`src/rtl/tracker_axis_scaler.sv`:
```
// rtl/tracker_axis_scaler.sv - ASCII angle commands to per-axis servo positions via a sequential divider
module tracker_axis_scaler #(
    parameter int                        N_AXES      = 2,
    parameter int                        POS_W       = 8,
    parameter int                        DEG_W       = 10,
    parameter logic [N_AXES*DEG_W-1:0]   IN_MAX_LIST = {10'd180, 10'd270},
    parameter logic [POS_W-1:0]          PARK_POS    = 8'd128,
    localparam int                       AX_W        = (N_AXES > 1) ? $clog2(N_AXES) : 1
) (
    input  logic                      clk,
    input  logic                      reset,
    input  logic                      cmd_valid,
    output logic                      cmd_ready,
    input  logic [AX_W-1:0]           cmd_axis,
    input  logic [23:0]               cmd_ascii,
    input  logic                      park,
    output logic [N_AXES*POS_W-1:0]   pos_out,
    output logic                      upd_valid,
    output logic [AX_W-1:0]           upd_axis,
    output logic                      cmd_err
);

    localparam int              NUM_W   = DEG_W + POS_W;
    localparam int              CNT_W   = $clog2(NUM_W + 1);
    localparam logic [POS_W-1:0] POS_MAX = {POS_W{1'b1}};

    typedef enum logic [1:0] {IDLE, CONV, DIV, WRITE} state_t;

    state_t              state_q, state_d;
    logic [AX_W-1:0]     ax_q;
    logic [23:0]         ascii_q;
    logic [DEG_W-1:0]    divisor_q;
    logic [DEG_W-1:0]    rem_q;
    logic [NUM_W-1:0]    dvd_q;
    logic [POS_W-1:0]    quot_q;
    logic [CNT_W-1:0]    cnt_q;
    logic                clamp_q;

    logic [POS_W-1:0]    target_q [N_AXES];
    logic [POS_W-1:0]    target_d [N_AXES];
    logic [POS_W-1:0]    pos_q    [N_AXES];
    logic [DEG_W-1:0]    in_max   [N_AXES];

    logic [DEG_W-1:0]    sel_max;
    logic                ax_ok;
    logic                digits_ok;
    logic [DEG_W-1:0]    deg;
    logic [NUM_W-1:0]    num;
    logic [DEG_W:0]      shifted;
    logic                q_bit;
    logic [DEG_W-1:0]    rem_next;

    if (N_AXES < 1) begin : g_bad_n_axes
        $error("N_AXES must be at least 1");
    end

    for (genvar gi = 0; gi < N_AXES; gi++) begin : g_axis
        assign in_max[gi]                   = IN_MAX_LIST[gi*DEG_W +: DEG_W];
        assign pos_out[gi*POS_W +: POS_W]   = pos_q[gi];
        if (IN_MAX_LIST[gi*DEG_W +: DEG_W] == '0) begin : g_bad_in_max
            $error("IN_MAX of every axis must be nonzero");
        end
    end

    function automatic logic is_digit(input logic [7:0] b);
        return (b >= 8'h30) && (b <= 8'h39);
    endfunction

    // Axis lookup by loop so an out-of-range index never addresses the array
    always_comb begin
        sel_max = '0;
        ax_ok   = 1'b0;
        for (int i = 0; i < N_AXES; i++) begin
            if (ax_q == AX_W'(i)) begin
                sel_max = in_max[i];
                ax_ok   = 1'b1;
            end
        end
    end

    always_comb begin
        digits_ok = is_digit(ascii_q[23:16]) && is_digit(ascii_q[15:8]) && is_digit(ascii_q[7:0]);
        // Low nibble of a valid ASCII digit is its value
        deg = DEG_W'(32'(ascii_q[19:16]) * 100 + 32'(ascii_q[11:8]) * 10 + 32'(ascii_q[3:0]));
        num = NUM_W'(deg) * NUM_W'(POS_MAX);
    end

    always_comb begin
        shifted  = {rem_q, dvd_q[NUM_W-1]};
        q_bit    = (shifted >= {1'b0, divisor_q});
        rem_next = q_bit ? DEG_W'(shifted - {1'b0, divisor_q}) : DEG_W'(shifted);
    end

    always_comb begin
        state_d = state_q;
        case (state_q)
            IDLE:    if (cmd_valid) state_d = CONV;
            CONV:    state_d = (digits_ok && ax_ok) ? DIV : IDLE;
            DIV:     if (cnt_q == CNT_W'(NUM_W - 1)) state_d = WRITE;
            WRITE:   state_d = IDLE;
            default: state_d = IDLE;
        endcase
    end

    assign cmd_ready = (state_q == IDLE);

    always_comb begin
        for (int i = 0; i < N_AXES; i++) begin
            target_d[i] = target_q[i];
            if ((state_q == WRITE) && (ax_q == AX_W'(i))) begin
                target_d[i] = clamp_q ? POS_MAX : quot_q;
            end
        end
    end

    always_ff @(posedge clk) begin
        if (reset) begin
            state_q   <= IDLE;
            ax_q      <= '0;
            ascii_q   <= '0;
            divisor_q <= '0;
            rem_q     <= '0;
            dvd_q     <= '0;
            quot_q    <= '0;
            cnt_q     <= '0;
            clamp_q   <= 1'b0;
            upd_valid <= 1'b0;
            upd_axis  <= '0;
            cmd_err   <= 1'b0;
            for (int i = 0; i < N_AXES; i++) begin
                target_q[i] <= PARK_POS;
                pos_q[i]    <= PARK_POS;
            end
        end else begin
            state_q   <= state_d;
            upd_valid <= 1'b0;
            cmd_err   <= 1'b0;
            case (state_q)
                IDLE: begin
                    if (cmd_valid) begin
                        ax_q    <= cmd_axis;
                        ascii_q <= cmd_ascii;
                    end
                end
                CONV: begin
                    if (!(digits_ok && ax_ok)) cmd_err <= 1'b1;
                    divisor_q <= sel_max;
                    clamp_q   <= (deg >= sel_max);
                    dvd_q     <= num;
                    rem_q     <= '0;
                    quot_q    <= '0;
                    cnt_q     <= '0;
                end
                DIV: begin
                    // Quotient always fits POS_W bits, so only the low bits are kept
                    rem_q  <= rem_next;
                    dvd_q  <= {dvd_q[NUM_W-2:0], 1'b0};
                    quot_q <= {quot_q[POS_W-2:0], q_bit};
                    cnt_q  <= cnt_q + CNT_W'(1);
                end
                WRITE: begin
                    upd_valid <= 1'b1;
                    upd_axis  <= ax_q;
                end
                default: ;
            endcase
            for (int i = 0; i < N_AXES; i++) begin
                target_q[i] <= target_d[i];
                pos_q[i]    <= park ? PARK_POS : target_d[i];
            end
        end
    end

endmodule

```
`config.mk`:
```
export PLATFORM = sky130hd
export DESIGN_NAME = tracker_axis_scaler
export DESIGN_NICKNAME = d
export VERILOG_FILES = /design/src/rtl/tracker_axis_scaler.sv
export SDC_FILE = /design/constraint.sdc
export NUM_CORES = 1
export LEC_CHECK = 0
export ABC_AREA = 1
export BUFFER_PORTS_ARGS = -buffer_cell sky130_fd_sc_hd__buf_2
export CAP_MARGIN = 20
export CORE_MARGIN = 10
export CORE_UTILIZATION = 57
export CTS_CLUSTER_SIZE = 14
export DETAILED_ROUTE_END_ITERATION = 12
export PLACE_DENSITY = 0.82
export SYNTH_ARGS = -nofsm -noshare
export SYNTH_HDL_FRONTEND = slang
export SYNTH_SLANG_ARGS = --single-unit
```
`constraint.sdc`:
```
create_clock -name clk -period 7.7 [get_ports clk]
set_clock_uncertainty 0.05 [all_clocks]
set_input_delay 1.54 -clock clk [delete_from_list [all_inputs] [get_ports clk]]
set_output_delay 1.54 -clock clk [all_outputs]
set_load 0.1 [all_outputs]
```
---- Yosys cells after proc, flatten, opt, wreduce, memory -nomap -nowiden ----
Memories as Yosys holds them, arrays and structs flattened.
Cells that the tools add are included.
word-level totals
  bits in registers ....................... 82
  bits in writable memories ............... 32
  word-level logic and storage cells ...... 77
  memories kept ........................... 2
operators by class
  add/subtract/negate cells ............... 4
  multipliers ............................. 3
  magnitude comparators ................... 8
  equal/unequal tests ..................... 6
  muxes and demuxes ....................... 24
  bitwise operators ....................... 6
  reductions and logical operators ........ 12
memory list
  name      depth  bits a word  read ports  clocked after memory_dff  write ports  line  source
  pos_q     2      8            2           0                         2            41    logic [POS_W-1:0] pos_q [N_AXES];
  target_q  2      8            2           0                         2            39    logic [POS_W-1:0] target_q [N_AXES];
operator list
  cell                                                                                  count
  8-bit two-way mux                                                                     9
  18-bit case mux with 2 select lines                                                   1
  8-bit by 6-bit greater-or-equal comparator with 1-bit output (second input constant)  3
  8-bit by 6-bit <= comparator with 1-bit output (second input constant)                3
  10-bit case mux with 2 select lines                                                   1
  10-bit by 8-bit multiplier with 18-bit output (second input constant)                 1
  8-bit case mux with 2 select lines                                                    1
  11-bit by 10-bit greater-or-equal comparator with 1-bit output                        1
  10-bit by 4-bit adder with 10-bit output                                              1
  10-bit by 8-bit adder with 10-bit output                                              1
  10-bit greater-or-equal comparator                                                    1
  10-bit two-way mux                                                                    1
  5-bit case mux with 2 select lines                                                    1
  10-bit subtractor                                                                     1
  9-bit two-way mux                                                                     1
  4-bit by 5-bit multiplier with 8-bit output (second input constant)                   1
  2-bit case mux with 4 select lines                                                    1
  1-bit logical AND                                                                     7
  4-bit by 3-bit multiplier with 7-bit output (second input constant)                   1
  2-bit two-way mux                                                                     3
  5-bit by 1-bit adder with 5-bit output (second input constant)                        1
  5-bit == test (second input constant)                                                 1
  1-bit two-way mux                                                                     5
  2-bit == test (second input constant)                                                 2
  other kinds (8)                                                                       14

---- Logic depth before layout (Yosys ltp) ----
  word-level depth ........................ 6
  depth in mapped cells ................... 34

---- Worst setup path before layout ----
OpenSTA, ideal clock, no wires.
  kind .................................... reg-to-reg
  start ................................... register ascii_q[11]
  end ..................................... register dvd_q[13]
  data arrival time ....................... 5.729 ns
  slack ................................... 1.850 ns
  stages on the path, launching flop included .. 23
  path buffers ............................ 0
  period minus slack after synthesis ...... 5.850 ns
  cells stage by stage .................... dfxtp_1 -> ha_1 -> ha_1 -> fa_1 -> ha_1 -> ha_1 -> xor2_1 -> inv_1 -> fa_1 -> inv_1 -> fa_1 -> fa_1 -> inv_1 -> fa_1 -> inv_1 -> ha_1 -> a21oi_1 -> nand2_1 -> nand2_1 -> nand2_1 -> nand2_1 -> nand3_1 -> a21oi_1
on the way
  word-level cells in the longest chain between the ends .. 5
RTL lines
  item                                           line  source
  from (decl)                                    31    logic [23:0] ascii_q;
  from (signal assigned)                         142   ascii_q <= cmd_ascii;
  4-bit by 3-bit multiplier with 7-bit output    84    deg = DEG_W'(32'(ascii_q[19:16]) * 100 + 32'(ascii_q[11:8]) * 10 + 32'(ascii_q[3:0]));
  10-bit by 8-bit adder with 10-bit output       84
  10-bit by 4-bit adder with 10-bit output       84
  10-bit by 8-bit multiplier with 18-bit output  85    num = NUM_W'(deg) * NUM_W'(POS_MAX);
  18-bit case mux with 2 select lines            138   case (state_q)
  to (signal assigned)                           149   dvd_q <= num;
  to (signal assigned)                           157   dvd_q <= {dvd_q[NUM_W-2:0], 1'b0};
  to (decl)                                      34    logic [NUM_W-1:0] dvd_q;
No other way between the ends.
A chain may end at the register's enable or synchronous reset.

---- Final worst setup path ----
  start ................................... register ascii_q[11]
  end ..................................... register dvd_q[11]
Same word-level chain as after synthesis.

==> parameters.txt <==
Parameter                              Value

Run status
  Result of the run ... completed

Placement
  Post-placement cell count ... 1186
  Minimum setup slack after placement ... 1274 ps
  Routability cong. ... 0.8861
  Count of port buffers added during placement ... 48
  DPL Wire Length ... 11960 um

Cells and area
  Most common cell after layout, fill and taps aside ... sky130_fd_sc_hd__inv_1
  Commonest cells after routing, fill and taps aside ... sky130_fd_sc_hd__inv_1, sky130_fd_sc_hd__nand2_1, sky130_fd_sc_hd__dfxtp_1, sky130_fd_sc_hd__nor2_1, sky130_fd_sc_hd__ha_1
  Sequential cell area ... ~2100 um2
  Area taken by multi-input logic gates ... 4592 um2
  Layout cell share with drive strength beyond 1 ... 0.08835
  Number of nets in the layout ... 1184
  Layout overhead on the synthesized area ... 8.562%
  Number of diodes ... 0
  Final core utilization ... 0.6384
  Final instance count without filler cells ... 1202
  Final-layout fill cell count ... 1105

Min path
  Cell depth of the worst hold path ... 2
  Class of the worst hold path ... reg2reg
  Startpoint of the worst hold path ... target_q[0][15]
  End point of the most critical hold path ... pos_q[0][15]

Clock network
  Clock sink total ... 107
  Root buffer cell ... sky130_fd_sc_hd__clkbuf_16
  CTS tree ... done
  Clock Path Buffers ... 2
  CTS HTree Levels ... 3
  Number of clock buffers inserted by TritonCTS ... 9
  CTS clk-pin slew, worst paths ... 70 ps
  CTS Hold Bufs ... 0
  Insertion delay of the later-clocked pin in the worst-skew pair ... around 360 ps
  Quantity of gates resized following cts ... 0
  Post-CTS repair timing setup buffer count ... 0

Yosys
  Total of warnings raised by yosys ... 0
  Syn avg cell area ... 7.594 um2
  Cell count after synthesis ... 989
  Number of distinct library cells after synthesis ... 43
  Synthesized Nets ... 1148
  Sequential area share after synthesis ... 0.2852
  Most common flop cell mapped by yosys ... sky130_fd_sc_hd__dfxtp_1
  Post-synthesis cell area ... 7511 um2
  Count of flip-flops with a built-in enable after synthesis ... 0
  Post-synth ARST share ... 0
  Number of synthesized register bits ... 107

Floorplan
  Core Region ... 12770 um2
  Width of the die ... 134.8 um
  Boundary Pins ... 49
  Core Rows ... between 40 and 50
  Die Height ... between 100 and 150 um
  Die outline area ... 18170 um2
  Initial core utilization ... 0.5880

Timing
  Count of pins over their slew limit ... 0
  Fmax ... 155.5 MHz
  Period Utilization, post-route ... 0.8354
  Tmin final ... 6432 ps
  Slew @ Worst Pin ... 1068 ps
  Hold Vio Cnt, Final ... 0
  Unrepaired setup endpoints after global routing ... false
  Finish-stage setup viols ... 0
  Fin Setup TNS ... 0 ps
  Setup slack of the critical path after layout ... 1268 ps
  Max_slew headroom ... 0.2878

Drt
  Drt initial violations ... 324
  Remaining DRCs ... 0
  Antenna-violating nets left ... 0
  Number of vias after detailed routing ... roughly 6200
  Total wire length after detailed routing ... 15530 um
  First-pass iteration count of the detailed router ... 4
  Vias per cell ... about 5.2
  Average wire per standard cell ... roughly 13 um

Worst setup path
  Worst setup slack for register-to-register paths ... 1270 ps
  Bufs and invs on worst path ... 4
  Cells along the critical path ... ha_1 -> ha_1 -> fa_1 -> ha_1 -> ha_1 -> xor2_1 -> inv_1 -> fa_1 -> inv_1 -> fa_1 -> fa_1 -> inv_1 -> fa_1 -> inv_1 -> ha_1 -> a21oi_1 -> nand2_1 -> nand2_1 -> nand2_1 -> nand2_1 -> nand3_1 -> a21oi_1
  Class of the most critical setup path ... reg2reg
  Startpoint of the lowest-slack register-to-register path ... ascii_q[11]
  CP startpoint kind ... register
  CP Data Required Time ... 7920 ps
  Critical Path Sink Type ... register
  Number of logic stages on the critical path including buffering ... 22
  Largest fanout on the critical path ... 6
  Worst stage delay on the critical path ... between 600 and 700 ps
  Capturing point of the worst reg2reg path ... dvd_q[11]
  R2R depth ... 22
  Category of cells accounting for the largest share of critical-path delay ... adder cells
  Critical Path Slowest Stage Cell ... sky130_fd_sc_hd__fa_1
  Arrival time at the worst endpoint ... 6650 ps

Global routing
  Maximum number of pins on one net before global-route repair ... 57
  Total congestion overflow after global routing ... 0
  Initial antenna violation count ... 0
  Overall track demand over capacity in global routing ... 0.1776
  First-pass GRT wire length ... approximately 27000 um
  Via count of the first global-routing pass ... 5916

Flow run
  Total of max-cap violations ... 0
## final cells by class
type	instances	area share
Clock inverter	6	0.006905
Tap cell	172	0.02639
Sequential cell	107	0.2627
Timing Repair Buffer	48	0.02946
Inverter	181	0.08332
Multi-Input combinational cell	678	0.5631
Clock buffer	10	0.02808
## metrics by stage
step	cell area (um2)	hold WS, ps
after detailed placement	7869	384.6
final	8154	399.8
after floorplan	7511	369.2
after global routing	8154	423.6
after CTS	8154	401.0
after global placement	7869	385.3
## kinds of logic (layout without fill, tap and decap cells)
| group | count (synthesis) | in the layout | share of synthesized area |
|---|---|---|---|
| AOI/OAI and AO/OA | 143 | 143 | 0.1064 |
| adders and majority gates | 130 | 130 | 0.2535 |
| muxes | 14 | 14 | 0.01866 |
| and+or+nand+nor | 371 | 371 | 0.2094 |
| xor gates and xnor gates | 20 | 20 | 0.02332 |
| DFF | 107 | 107 | 0.2852 |
| buffers and inverters | 204 | 245 | 0.1034 |
## worst max path at each step
stage | to | start | slack, ps
2_1_floorplan | dvd_q[13] | ascii_q[11] | 1850
3_3_place_gp | dvd_q[17] | ascii_q[11] | 1480
3_5_place_dp | dvd_q[15] | ascii_q[11] | 1270
4_1_cts | dvd_q[15] | ascii_q[11] | 1240
5_1_grt | dvd_q[16] | ascii_q[16] | 790
6_report | dvd_q[11] | ascii_q[11] | 1270
## flip-flops by register name (all words and copies together), names as in the netlist, named ones only
| signal | cells |
|---|---|
| quot_q | 8 |
| upd_valid | 1 |
| clamp_q | 1 |
| dvd_q | 18 |
| cnt_q | 5 |
| pos_q | 16 |
| ax_q | 1 |
| state_q | 1 |
| cmd_err | 1 |
| divisor_q | 3 |
| upd_axis | 1 |
| ascii_q | 24 |
| target_q | 16 |
| rem_q | 10 |
## worst register-to-register path: cells and delay by family, from the launching register on
family | cells | cell delay [ps]
adder cells (fa/ha/maj) | 10 | 4130
AND/OR/NAND/NOR | 5 | 430
flip-flops | 1 | 430
buffers and inverters | 4 | 410
XOR/XNOR | 1 | 520
AO/OA/AOI/OAI | 2 | 360
## synthesized netlist by cell type, types with 2 or more instances
| cell | n | area, um2 |
|---|---|---|
| sky130_fd_sc_hd__a21o_1 | 3 | 22.52 |
| sky130_fd_sc_hd__a21oi_1 | 66 | 330.3 |
| sky130_fd_sc_hd__a21oi_2 | 6 | 52.55 |
| sky130_fd_sc_hd__a31o_2 | 2 | 17.52 |
| sky130_fd_sc_hd__a31oi_1 | 3 | 18.77 |
| sky130_fd_sc_hd__buf_1 | 2 | 7.510 |
| sky130_fd_sc_hd__buf_2 | 3 | 15.01 |
| sky130_fd_sc_hd__clkbuf_1 | 17 | 63.81 |
| sky130_fd_sc_hd__dfxtp_1 | 107 | 2142 |
| sky130_fd_sc_hd__fa_1 | 37 | 740.7 |
| sky130_fd_sc_hd__ha_1 | 93 | 1164 |
| sky130_fd_sc_hd__inv_1 | 180 | 675.7 |
| sky130_fd_sc_hd__mux2i_1 | 14 | 140.1 |
| sky130_fd_sc_hd__nand2_1 | 178 | 668.1 |
| sky130_fd_sc_hd__nand2_2 | 4 | 25.02 |
| sky130_fd_sc_hd__nand3_1 | 52 | 260.3 |
| sky130_fd_sc_hd__nand3_2 | 2 | 20.02 |
| sky130_fd_sc_hd__nand4_1 | 11 | 68.82 |
| sky130_fd_sc_hd__nor2_1 | 102 | 382.9 |
| sky130_fd_sc_hd__nor2_2 | 2 | 12.51 |
| sky130_fd_sc_hd__nor3_1 | 5 | 25.02 |
| sky130_fd_sc_hd__o21a_1 | 4 | 30.03 |
| sky130_fd_sc_hd__o21ai_0 | 42 | 210.2 |
| sky130_fd_sc_hd__o21ai_1 | 2 | 10.01 |
| sky130_fd_sc_hd__o22ai_1 | 8 | 50.05 |
| sky130_fd_sc_hd__or2_2 | 9 | 56.30 |
| sky130_fd_sc_hd__xnor2_1 | 6 | 52.55 |
| sky130_fd_sc_hd__xor2_1 | 14 | 122.6 |
## metal layers
metal	up-vias	track usage	part of all wire
met5	-	0	0
met4	0	0.04172	0.011
met3	14	0.04228	0.058
met2	134	0.2974	0.48
met1	2842	0.2250	0.46
li1	3215	-	-
Power is not shown: default switching activity piles up to over one toggle a cycle in this logic, so the estimate is an artifact.
